**config.mk**
```make
export PLATFORM = sky130hd
export DESIGN_NAME = sram_req_arb
export DESIGN_NICKNAME = d
export VERILOG_FILES = /design/src/rtl/sram_req_arb.sv
export SDC_FILE = /design/constraint.sdc
export NUM_CORES = 1
export LEC_CHECK = 0
export ABC_AREA = 1
export BUFFER_PORTS_ARGS = -buffer_cell sky130_fd_sc_hd__buf_2
export CAP_MARGIN = 30
export CORE_AREA = 5 5 101 103
export CTS_CLUSTER_SIZE = 10
export DETAILED_ROUTE_END_ITERATION = 7
export DIE_AREA = 0 0 106 108
export GPL_TIMING_DRIVEN = 0
export PLACE_DENSITY = 0.55
export SYNTH_ARGS = -nofsm -noshare
export SYNTH_HDL_FRONTEND = slang
export SYNTH_SLANG_ARGS = --single-unit
export TNS_END_PERCENT = 30
```
**constraint.sdc**
```tcl
create_clock -name clk_i -period 3.85 [get_ports clk_i]
set_clock_uncertainty 0.1 [all_clocks]
set_input_delay 0.1925 -clock clk_i [delete_from_list [all_inputs] [get_ports clk_i]]
set_output_delay 0.1925 -clock clk_i [all_outputs]
set_load 0.005 [all_outputs]
```
**src/rtl/sram_req_arb.sv**
```systemverilog
`default_nettype none
// +--------------------------------------------------------------------------+
// | Module      : sram_req_arb                                               |
// | Description : Two-host arbiter in front of a single SRAM request port.   |
// |               Host 0 is the core path, host 1 the boot loader/DMA path.  |
// |               One request is granted per cycle. The issuer of each read  |
// |               is queued in an ID FIFO so that every in-order SRAM        |
// |               response is routed back to the host that asked for it.     |
// | Config      : `define SRAM_ARB_RR_EN selects round-robin arbitration;     |
// |               left undefined, host 0 has fixed priority.                 |
// | Ports       : clk_i, rst_i        clock, synchronous active-high reset   |
// |               hN_req/we/addr/wdata/wmask_i   host N request (N=0,1)      |
// |               hN_gnt_o             host N request accepted this cycle    |
// |               hN_rvalid/rdata/rerror_o       host N read response        |
// |               sram_req/we/addr/wdata/wmask_o SRAM request port           |
// |               sram_gnt_i, sram_rvalid/rdata/rerror_i  SRAM handshake     |
// |               busy_o               a read is outstanding                 |
// |               err_o                sticky: response with no read queued  |
// | Revision    : 1.0 - initial release                                      |
// +--------------------------------------------------------------------------+
module sram_req_arb #(
    parameter int SramAw         = 14,
    parameter int MaxOutstanding = 2
) (
    input  logic              clk_i,
    input  logic              rst_i,

    input  logic              h0_req_i,
    input  logic              h0_we_i,
    input  logic [SramAw-1:0] h0_addr_i,
    input  logic [31:0]       h0_wdata_i,
    input  logic [3:0]        h0_wmask_i,
    output logic              h0_gnt_o,
    output logic              h0_rvalid_o,
    output logic [31:0]       h0_rdata_o,
    output logic [1:0]        h0_rerror_o,

    input  logic              h1_req_i,
    input  logic              h1_we_i,
    input  logic [SramAw-1:0] h1_addr_i,
    input  logic [31:0]       h1_wdata_i,
    input  logic [3:0]        h1_wmask_i,
    output logic              h1_gnt_o,
    output logic              h1_rvalid_o,
    output logic [31:0]       h1_rdata_o,
    output logic [1:0]        h1_rerror_o,

    output logic              sram_req_o,
    output logic              sram_we_o,
    output logic [SramAw-1:0] sram_addr_o,
    output logic [31:0]       sram_wdata_o,
    output logic [3:0]        sram_wmask_o,
    input  logic              sram_gnt_i,
    input  logic              sram_rvalid_i,
    input  logic [31:0]       sram_rdata_i,
    input  logic [1:0]        sram_rerror_i,

    output logic              busy_o,
    output logic              err_o
);

    // Pointers are at least one bit wide so a depth-1 FIFO still has a legal
    // index; the ID store is sized to the full pointer range so every pointer
    // value selects a real bit, only the first MaxOutstanding slots are used.
    localparam int c_CNT_W = $clog2(MaxOutstanding + 1);
    localparam int c_PTR_W = (MaxOutstanding > 1) ? $clog2(MaxOutstanding) : 1;
    localparam int c_SLOTS = 1 << c_PTR_W;

    localparam logic [c_PTR_W-1:0] c_LAST_SLOT = c_PTR_W'(MaxOutstanding - 1);
    localparam logic [c_CNT_W-1:0] c_FULL_CNT  = c_CNT_W'(MaxOutstanding);

    // ------------------------------------------------------------------
    // State
    // ------------------------------------------------------------------
    logic [c_SLOTS-1:0] r_ids;      // issuer of each queued read (0=h0, 1=h1)
    logic [c_PTR_W-1:0] r_wr_ptr;
    logic [c_PTR_W-1:0] r_rd_ptr;
    logic [c_CNT_W-1:0] r_count;
    logic               r_err;

    // ------------------------------------------------------------------
    // Combinational arbitration
    // ------------------------------------------------------------------
    logic              w_any;
    logic              w_sel;       // winning host index
    logic              w_sel_we;
    logic [SramAw-1:0] w_sel_addr;
    logic [31:0]       w_sel_wdata;
    logic [3:0]        w_sel_wmask;
    logic              w_full;
    logic              w_empty;
    logic              w_blocked;
    logic              w_accept;
    logic              w_push;
    logic              w_pop;
    logic              w_head;

    assign w_any = h0_req_i | h1_req_i;

`ifdef SRAM_ARB_RR_EN
    // Host that received the most recent accepted grant; reset value 1 makes
    // host 0 the winner of the first contention.
    logic r_last;

    always_comb begin
        w_sel = 1'b0;
        if (h0_req_i && h1_req_i) begin
            w_sel = ~r_last;
        end else begin
            w_sel = h1_req_i;
        end
    end

    // Only an accepted grant moves the pointer; blocked or ungranted cycles
    // leave the rotation where it is.
    always_ff @(posedge clk_i) begin
        if (rst_i) begin
            r_last <= 1'b1;
        end else if (w_accept) begin
            r_last <= w_sel;
        end
    end
`else
    always_comb begin
        w_sel = 1'b0;
        if (!h0_req_i && h1_req_i) begin
            w_sel = 1'b1;
        end
    end
`endif

    always_comb begin
        w_sel_we    = h0_we_i;
        w_sel_addr  = h0_addr_i;
        w_sel_wdata = h0_wdata_i;
        w_sel_wmask = h0_wmask_i;
        if (w_sel) begin
            w_sel_we    = h1_we_i;
            w_sel_addr  = h1_addr_i;
            w_sel_wdata = h1_wdata_i;
            w_sel_wmask = h1_wmask_i;
        end
    end

    assign w_full  = (r_count == c_FULL_CNT);
    assign w_empty = (r_count == '0);

    // A read winner with a full FIFO stalls the whole port: the loser is not
    // promoted, which keeps the arbitration decision independent of FIFO
    // occupancy. Full is judged on registered state, so a same-cycle pop
    // does not unblock it.
    assign w_blocked = w_any & ~w_sel_we & w_full;

    assign sram_req_o   = w_any & ~w_blocked;
    assign sram_we_o    = sram_req_o & w_sel_we;
    assign sram_addr_o  = sram_req_o ? w_sel_addr  : '0;
    assign sram_wdata_o = sram_req_o ? w_sel_wdata : '0;
    assign sram_wmask_o = sram_req_o ? w_sel_wmask : '0;

    assign w_accept = sram_req_o & sram_gnt_i;
    assign h0_gnt_o = w_accept & ~w_sel;
    assign h1_gnt_o = w_accept &  w_sel;

    // ------------------------------------------------------------------
    // ID FIFO
    // ------------------------------------------------------------------
    assign w_push = w_accept & ~w_sel_we;
    assign w_pop  = sram_rvalid_i & ~w_empty;
    assign w_head = r_ids[r_rd_ptr];

    function automatic logic [c_PTR_W-1:0] f_next_ptr(input logic [c_PTR_W-1:0] ptr);
        f_next_ptr = (ptr == c_LAST_SLOT) ? '0 : ptr + 1'b1;
    endfunction

    always_ff @(posedge clk_i) begin
        if (rst_i) begin
            r_ids    <= '0;
            r_wr_ptr <= '0;
            r_rd_ptr <= '0;
            r_count  <= '0;
            r_err    <= 1'b0;
        end else begin
            if (w_push) begin
                r_ids[r_wr_ptr] <= w_sel;
                r_wr_ptr        <= f_next_ptr(r_wr_ptr);
            end
            if (w_pop) begin
                r_rd_ptr <= f_next_ptr(r_rd_ptr);
            end
            if (w_push && !w_pop) begin
                r_count <= r_count + 1'b1;
            end else if (w_pop && !w_push) begin
                r_count <= r_count - 1'b1;
            end
            // A response with nothing queued has no owner; flag it and drop it.
            if (sram_rvalid_i && w_empty) begin
                r_err <= 1'b1;
            end
        end
    end

    // ------------------------------------------------------------------
    // Response routing (zero-latency pass-through to the queued issuer)
    // ------------------------------------------------------------------
    assign h0_rvalid_o = w_pop & ~w_head;
    assign h1_rvalid_o = w_pop &  w_head;
    assign h0_rdata_o  = h0_rvalid_o ? sram_rdata_i  : '0;
    assign h0_rerror_o = h0_rvalid_o ? sram_rerror_i : '0;
    assign h1_rdata_o  = h1_rvalid_o ? sram_rdata_i  : '0;
    assign h1_rerror_o = h1_rvalid_o ? sram_rerror_i : '0;

    assign busy_o = ~w_empty;
    assign err_o  = r_err;

endmodule
`default_nettype wire

```
==> results of run 1 <==
==> worst max path at each step <==
stage | from | endpoint | slack (ns) | cells past startpoint
2_1_floorplan | h0_req_i | r_count[1]$_SDFFE_PP0P_ | 2.24 | 8
3_3_place_gp | h0_req_i | r_count[1]$_SDFFE_PP0P_ | 2.05 | 12
3_5_place_dp | h0_req_i | r_count[1]$_SDFFE_PP0P_ | 1.96 | 12
4_1_cts | r_rd_ptr$_SDFFE_PP0P_ | h0_rdata_o[24] | 1.90 | 5
5_1_grt | r_rd_ptr$_SDFFE_PP0P_ | h0_rdata_o[10] | 1.82 | 5
6_report | r_rd_ptr$_SDFFE_PP0P_ | h0_rdata_o[24] | 1.94 | 5
==> final cells by class <==
| type | count | area, µm² |
|---|---|---|
| fill | 1001 | 5740 |
| multi-input combinational | 259 | 1370 |
| timing repair buffer | 267 | 1340 |
| inverter | 47 | 179 |
| buffer | 21 | 168 |
| sequential | 7 | 140 |
| tap | 111 | 139 |
| clock buffer | 4 | 45.0 |
==> cells by family after synthesis <==
family / count (synthesis) / share of synthesized area
mux: 1 / 0.00743
buf+inv: 68 / 0.187
compound gates: 58 / 0.257
fa+ha+maj: 1 / 0.00676
xor+xnor: 1 / 0.00473
simple gates: 198 / 0.461
flops: 7 / 0.0757
==> sequential cells by signal, indices dropped and copies added (netlist names) <==
name      count
r_rd_ptr      1
err_o         1
r_wr_ptr      1
r_count       2
r_ids         2
==> metal layers <==
layer,part of all wire,up-vias
li1,-,1542
met1,0.33,1291
met2,0.54,162
met3,0.10,16
met4,0.021,0
met5,0,-
==> where the power goes <==
group	switching, mW	leakage, nW	internal, mW
sequential	0.0148	0.0575	0.0901
clock	0.0339	0.0228	0.0718
combinational	0.352	2.09	0.296
total	0.400	2.17	0.458
==> per-stage QoR <==
| step | cells | util | hold WS [ns] | power [mW] | setup slack [ns] |
|---|---|---|---|---|---|
| finish | 716 | 0.370 | 0.0618 | 0.858 | 1.94 |
| global route | 716 | 0.370 | 0.0509 | 0.945 | 1.82 |
| detailed placement | 712 | 0.365 | 0.296 | 0.763 | 1.96 |
| floorplan | 334 | - | 0.165 | 0.470 | 2.24 |
| CTS | 716 | 0.370 | 0.0527 | 0.873 | 1.90 |
| global placement | 712 | 0.365 | 0.296 | 0.753 | 2.05 |
==> cell usage in the layout (no fill, tap or decap) <==
cell        n
buf_2     272
nand2_1   106
nor2_1     63
a21oi_2    49
inv_1      42
nor2_2     17
buf_6      11
dfxtp_1     7
clkbuf_1    6
nand2_4     5
inv_2       4
a21oi_1     4
o21ai_0     3
clkbuf_8    3
nand2_2     2
nand3_1     1
or2_2       1
nand4_2     1
mux2i_2     1
nor2_4      1
inv_4       1
nand3_2     1
o21ai_1     1
a31oi_1     1
xor2_1      1
ha_1        1
==> impl_metrics.tcl, run 1 <==
set metrics [dict create \
    synth_area_um2 1850 \
    met3_usage 0.0358 \
    slew_headroom 0.719 \
    top_usage_layer "met2" \
    fin_tns_setup_ns 0 \
    hold_violations 0 \
    ctsRootBufferMaster "clkbuf_8" \
    io_pins 268 \
    cap_violations 0 \
    hold_class "in2reg" \
    rsz0062_at_grt "no" \
    vias_per_cell 4.21 \
    crit_arrival_ns 1.62 \
    finalNetCount 749 \
    clkTransAtPathRegs_ns 0.04 \
    grt_start_max_net_pins 11 \
    cp-end-kind "output port" \
    cpPeakStageDelay_ns 0.37 \
    post_cts_buffers 0 \
    cpMaxStageDelayCell "dfxtp_1" \
    dp_hpwl_mm 8.15 \
    synth_flop_cell "dfxtp_1" \
    wl_mm 9.02 \
    grt_pass1_vias 2996 \
    die_h_um 108 \
    grt-ovfl-total 0 \
    setup_violations 0 \
    layout-drive-gt1-share 0.610 \
    crit_type "reg2out" \
    port-buffer-count 267 \
    min_to "r_count[0]$_SDFFE_PP0P_" \
    core_area_um2 9110 \
    r2r_slack_ns 2.07 \
    drt.antenna.violating_nets 0 \
    fin_crit_sh 0.496 \
    ys_seq_area_frac 0.0757 \
    synthCells 334 \
    slew_violations 0 \
    use_met2 0.307 \
    grt_pass1_wl_mm 14.0 \
    cp_top_family "flip-flops" \
    yosysMostFrequentCell "nand2_1" \
    peakVddDrop_mv 0.0930 \
    holdCritStartpoint "rst_i" \
    crit_chain "mux2i_2 > nand2_4 > buf_6 > nor2_1 > buf_2" \
    clockBufferDepth 2 \
    cts_tree "built" \
    num_antenna_cells 0 \
    yosys-top-cells-count "nand2_1 (106), nor2_1 (63), a21oi_2 (49)" \
    h-tree-depth 1 \
    drc 0 \
    final_area_um2 3370 \
    grt_usage 0.146 \
    critical_path_required_ns 3.56 \
    cts_buffers 3 \
    cp-start-kind "flop" \
    avgRoutedWirePerCell_um 12.6 \
    worstSkewPairLatency_ns 0.23 \
    syn_to_final_growth_pct 82.1 \
    clkSinkCount 7 \
    placed_area_um2 3330 \
    fmax_mhz 523 \
    gp_congestion 0.871 \
    r2r_start "r_count[0]$_SDFFE_PP0P_" \
    drtPass1Iterations 5 \
    path_buf_inv 2 \
    synthArstFlopShare 0 \
    drtIter0Drc 91 \
    cts_resized 0 \
    synth_warnings 0 \
    whs_path_depth 2 \
    ys_top_cells_by_area "a21oi_2 (23%), nand2_1 (21%), nor2_1 (13%)" \
    die_w_um 106 \
    worst_slew_pin_slew_ns 0.422 \
    synth_seq_cells 7 \
    outcome "finished clean" \
    p_per_area_nw_per_um2 254 \
    crit_fanout 10 \
    die-area_um2 11400 \
    antenna_found_initial 0 \
    p_leak_nw 2.17 \
    use_met1 0.138 \
    fp-row-count 35 \
    vias 3011 \
    synth_top_area_share 0.232 \
    syn-mean-instance-area_um2 5.54 \
    ys_types 25 \
    synth_edf_count 0 \
    initial_core_util 0.203 \
    reg2reg_to "r_count[1]$_SDFFE_PP0P_" \
    mappedNetlistNets 477 \
    synth_area_leader_cell "a21oi_2" \
    ff2ff_path_depth 9 \
    period_minus_slack_ns 1.91 \
    cts-hold-fix-buffers 0 \
]
Power figures use the tool's default switching activity.
==> run 2, diff against run 1 <==
ABC_AREA = 0   (was 1)
PLACE_DENSITY = 0.54   (was 0.55)
clock period = 1.6 ns   (was 3.85 ns; I/O delays follow)
==> run 2 against run 1 <==
  * The run now ends with negative setup slack left
  * First-iteration DRC count grew 53%
  * Via count shrank 1.0%
  * Count of clock-buffer cells in the layout unchanged
  * Die area is the same
  * Synthesized cell count down 12%
  * Sequential cell count is the same
  * Largest power group unchanged
  * Highest routed layer unchanged
==> impl_metrics.tcl, run 2 <==
set metrics [dict create \
    die_w_um 106 \
    vias 2980 \
    synth_area_leader_cell "and2_1" \
    initial_core_util 0.171 \
    wl_mm 10.2 \
    drc 0 \
    drtIter0Drc 139 \
    yosys-top-cells-count "nand2_1 (106), and2_1 (68), a21oi_1 (53)" \
    synth_flop_cell "dfxtp_1" \
    core_area_um2 9110 \
    clkSinkCount 7 \
    synth_area_um2 1560 \
    p_per_area_nw_per_um2 738 \
    synthArstFlopShare 0 \
    ys_seq_area_frac 0.0897 \
    critical_path_required_ns 1.65 \
    n_fill_cell 967 \
    worstSkewPairLatency_ns 0.22 \
    port-buffer-count 267 \
    setup_ws_ns -0.238 \
    finalNetCount 720 \
    grt-ovfl-total 0 \
    ff_latch_area_um2 149 \
    die-area_um2 11400 \
    layout-drive-gt1-share 0.644 \
    synth_seq_cells 7 \
    cp-end-kind "flop" \
    hold_violations 0 \
    fin_crit_sh 1.15 \
    crit_fanout 4 \
    setup_violations 111 \
    mappedNetlistNets 436 \
    fp-row-count 35 \
    vias_per_cell 4.33 \
    fin_tns_setup_ns -8.52 \
    die_h_um 108 \
    p_leak_nw 2.14 \
    h-tree-depth 1 \
    cts_tree "built" \
    cts-hold-fix-buffers 0 \
    placed_area_um2 3050 \
    final_area_um2 3710 \
    slew_headroom 0.719 \
    drt.antenna.violating_nets 0 \
    synthCells 293 \
    antenna_found_initial 2 \
    layout_commonest_cell "buf_2" \
    grt_usage 0.160 \
    crit_arrival_ns 1.89 \
    peakVddDrop_mv 0.570 \
    slew_violations 0 \
    ctsRootBufferMaster "clkbuf_8" \
    grt_pass1_vias 2966 \
    fmax_mhz 544 \
    drtPass1Iterations 4 \
    clockBufferDepth 2 \
    clkTransAtPathRegs_ns 0.04 \
    rsz0062_at_grt "yes" \
    grt_start_max_net_pins 11 \
    final_cell_mix "buf_2 (247), nand2_1 (104), and2_1 (47)" \
    yosysMostFrequentCell "nand2_1" \
    cp-start-kind "flop" \
    avgRoutedWirePerCell_um 14.9 \
    failed_checks "negative setup slack" \
    synth_warnings 0 \
    cts_buffers 3 \
    ys_top_cells_by_area "and2_1 (27%), nand2_1 (25%), a21oi_1 (17%)" \
    syn_to_final_growth_pct 137 \
    crit_type "reg2reg" \
    hold_class "in2reg" \
    multi_input_area_um2 1570 \
    gp_congestion 0.811 \
    cap_violations 0 \
    dp_hpwl_mm 8.36 \
    final_util 0.407 \
    period_minus_slack_ns 1.84 \
    ys_types 24 \
    worst_slew_pin_slew_ns 0.422 \
    r2r_slack_ns -0.24 \
    largestRegisters "r_count x2, r_ids x2" \
    syn-mean-instance-area_um2 5.33 \
    synth_edf_count 0 \
    outcome "finished with violations" \
    synth_top_area_share 0.272 \
    io_pins 268 \
    grt_pass1_wl_mm 14.9 \
]
## run 2: cell count changes after synthesis, sizes merged, moves of 3 or more
cell    before  now
nor2        81    9
and2         0   68
inv         47    3
clkbuf       5   22
buf         16    3
nand2      113  106
nand2b       0    5
o21ai        4    1
## run 2: layout make-up
| type | count | share of cell area |
|---|---|---|
| repair buffers | 279 | 0.429 |
| multi-input cells | 259 | 0.422 |
| plain buffers | 24 | 0.0537 |
| flip-flops and latches | 7 | 0.0402 |
| well taps | 111 | 0.0375 |
| clock buffers | 4 | 0.0122 |
| inverters | 3 | 0.00371 |
| diodes | 2 | 0.00135 |
## run 2: path summary, 6_finish.rpt
path                                           endpoint  depth (start not counted)                    start
worst min register to register       err_o$_SDFFE_PP0P_                          2       err_o$_SDFFE_PP0P_
worst max register to register  r_count[1]$_SDFFE_PP0P_                          9  r_count[1]$_SDFFE_PP0P_
worst min-delay path              r_wr_ptr$_SDFFE_PP0P_                          2                    rst_i
worst max-delay path            r_count[1]$_SDFFE_PP0P_                          9  r_count[1]$_SDFFE_PP0P_
## run 2: layer usage
layer,vias to the layer above,part of all wire,track usage
li1,1494,-,-
met1,1307,0.36,0.168
met2,171,0.52,0.307
met3,8,0.099,0.0537
met4,0,0.015,0.0333
met5,-,0,0
## run 2: timing repair
item,4_1_cts,5_1_grt
gates cloned,4,0
buffers inserted,6,3
resized for setup,83,68
endpoints found under the setup margin,124,123
pin swaps,30,9
endpoints found under the hold margin,0,0
## run 2: power by group
part / internal [mW] / switching (mW) / total (mW)
combinational: 1.24 / 0.960 / 2.20
sequential: 0.237 / 0.0522 / 0.289
clock: 0.172 / 0.0758 / 0.248
total: 1.65 / 1.09 / 2.74
## run 2: through the flow
stage / power [mW] / cells / hold WS (ns) / setup slack, ns
6_report: 2.74 / 689 / 0.0202 / -0.238
5_1_grt: 2.97 / 689 / 0.0115 / -0.304
4_1_cts: 2.53 / 684 / 0.00890 / -0.264
3_5_place_dp: 1.73 / 671 / 0.247 / -0.363
3_3_place_gp: 1.72 / 671 / 0.240 / -0.349
2_1_floorplan: 0.975 / 293 / 0.0417 / -0.178
## run 2: logic make-up (layout without fill, tap and decap cells)
group / Yosys count / count (layout) / synth area share
fa+ha+maj: 1 / 1 / 0.00801
xor+xnor: 3 / 3 / 0.0168
buf+inv: 28 / 310 / 0.0729
compound gates: 56 / 56 / 0.183
simple gates: 194 / 195 / 0.600
mux: 4 / 4 / 0.0288
other cells: 0 / 2 / 0
flops: 7 / 7 / 0.0897
## run 2: critical path, stage by stage, from the launching register on
cell and delay (ns):
dfxtp_2 0.32, nor2b_4 0.13, a31o_1 0.18, buf_6 0.13, inv_4 0.05, nand2_4 0.05, nor2_4 0.10, ha_4 0.21
or3_1 0.37, a21oi_1 0.14
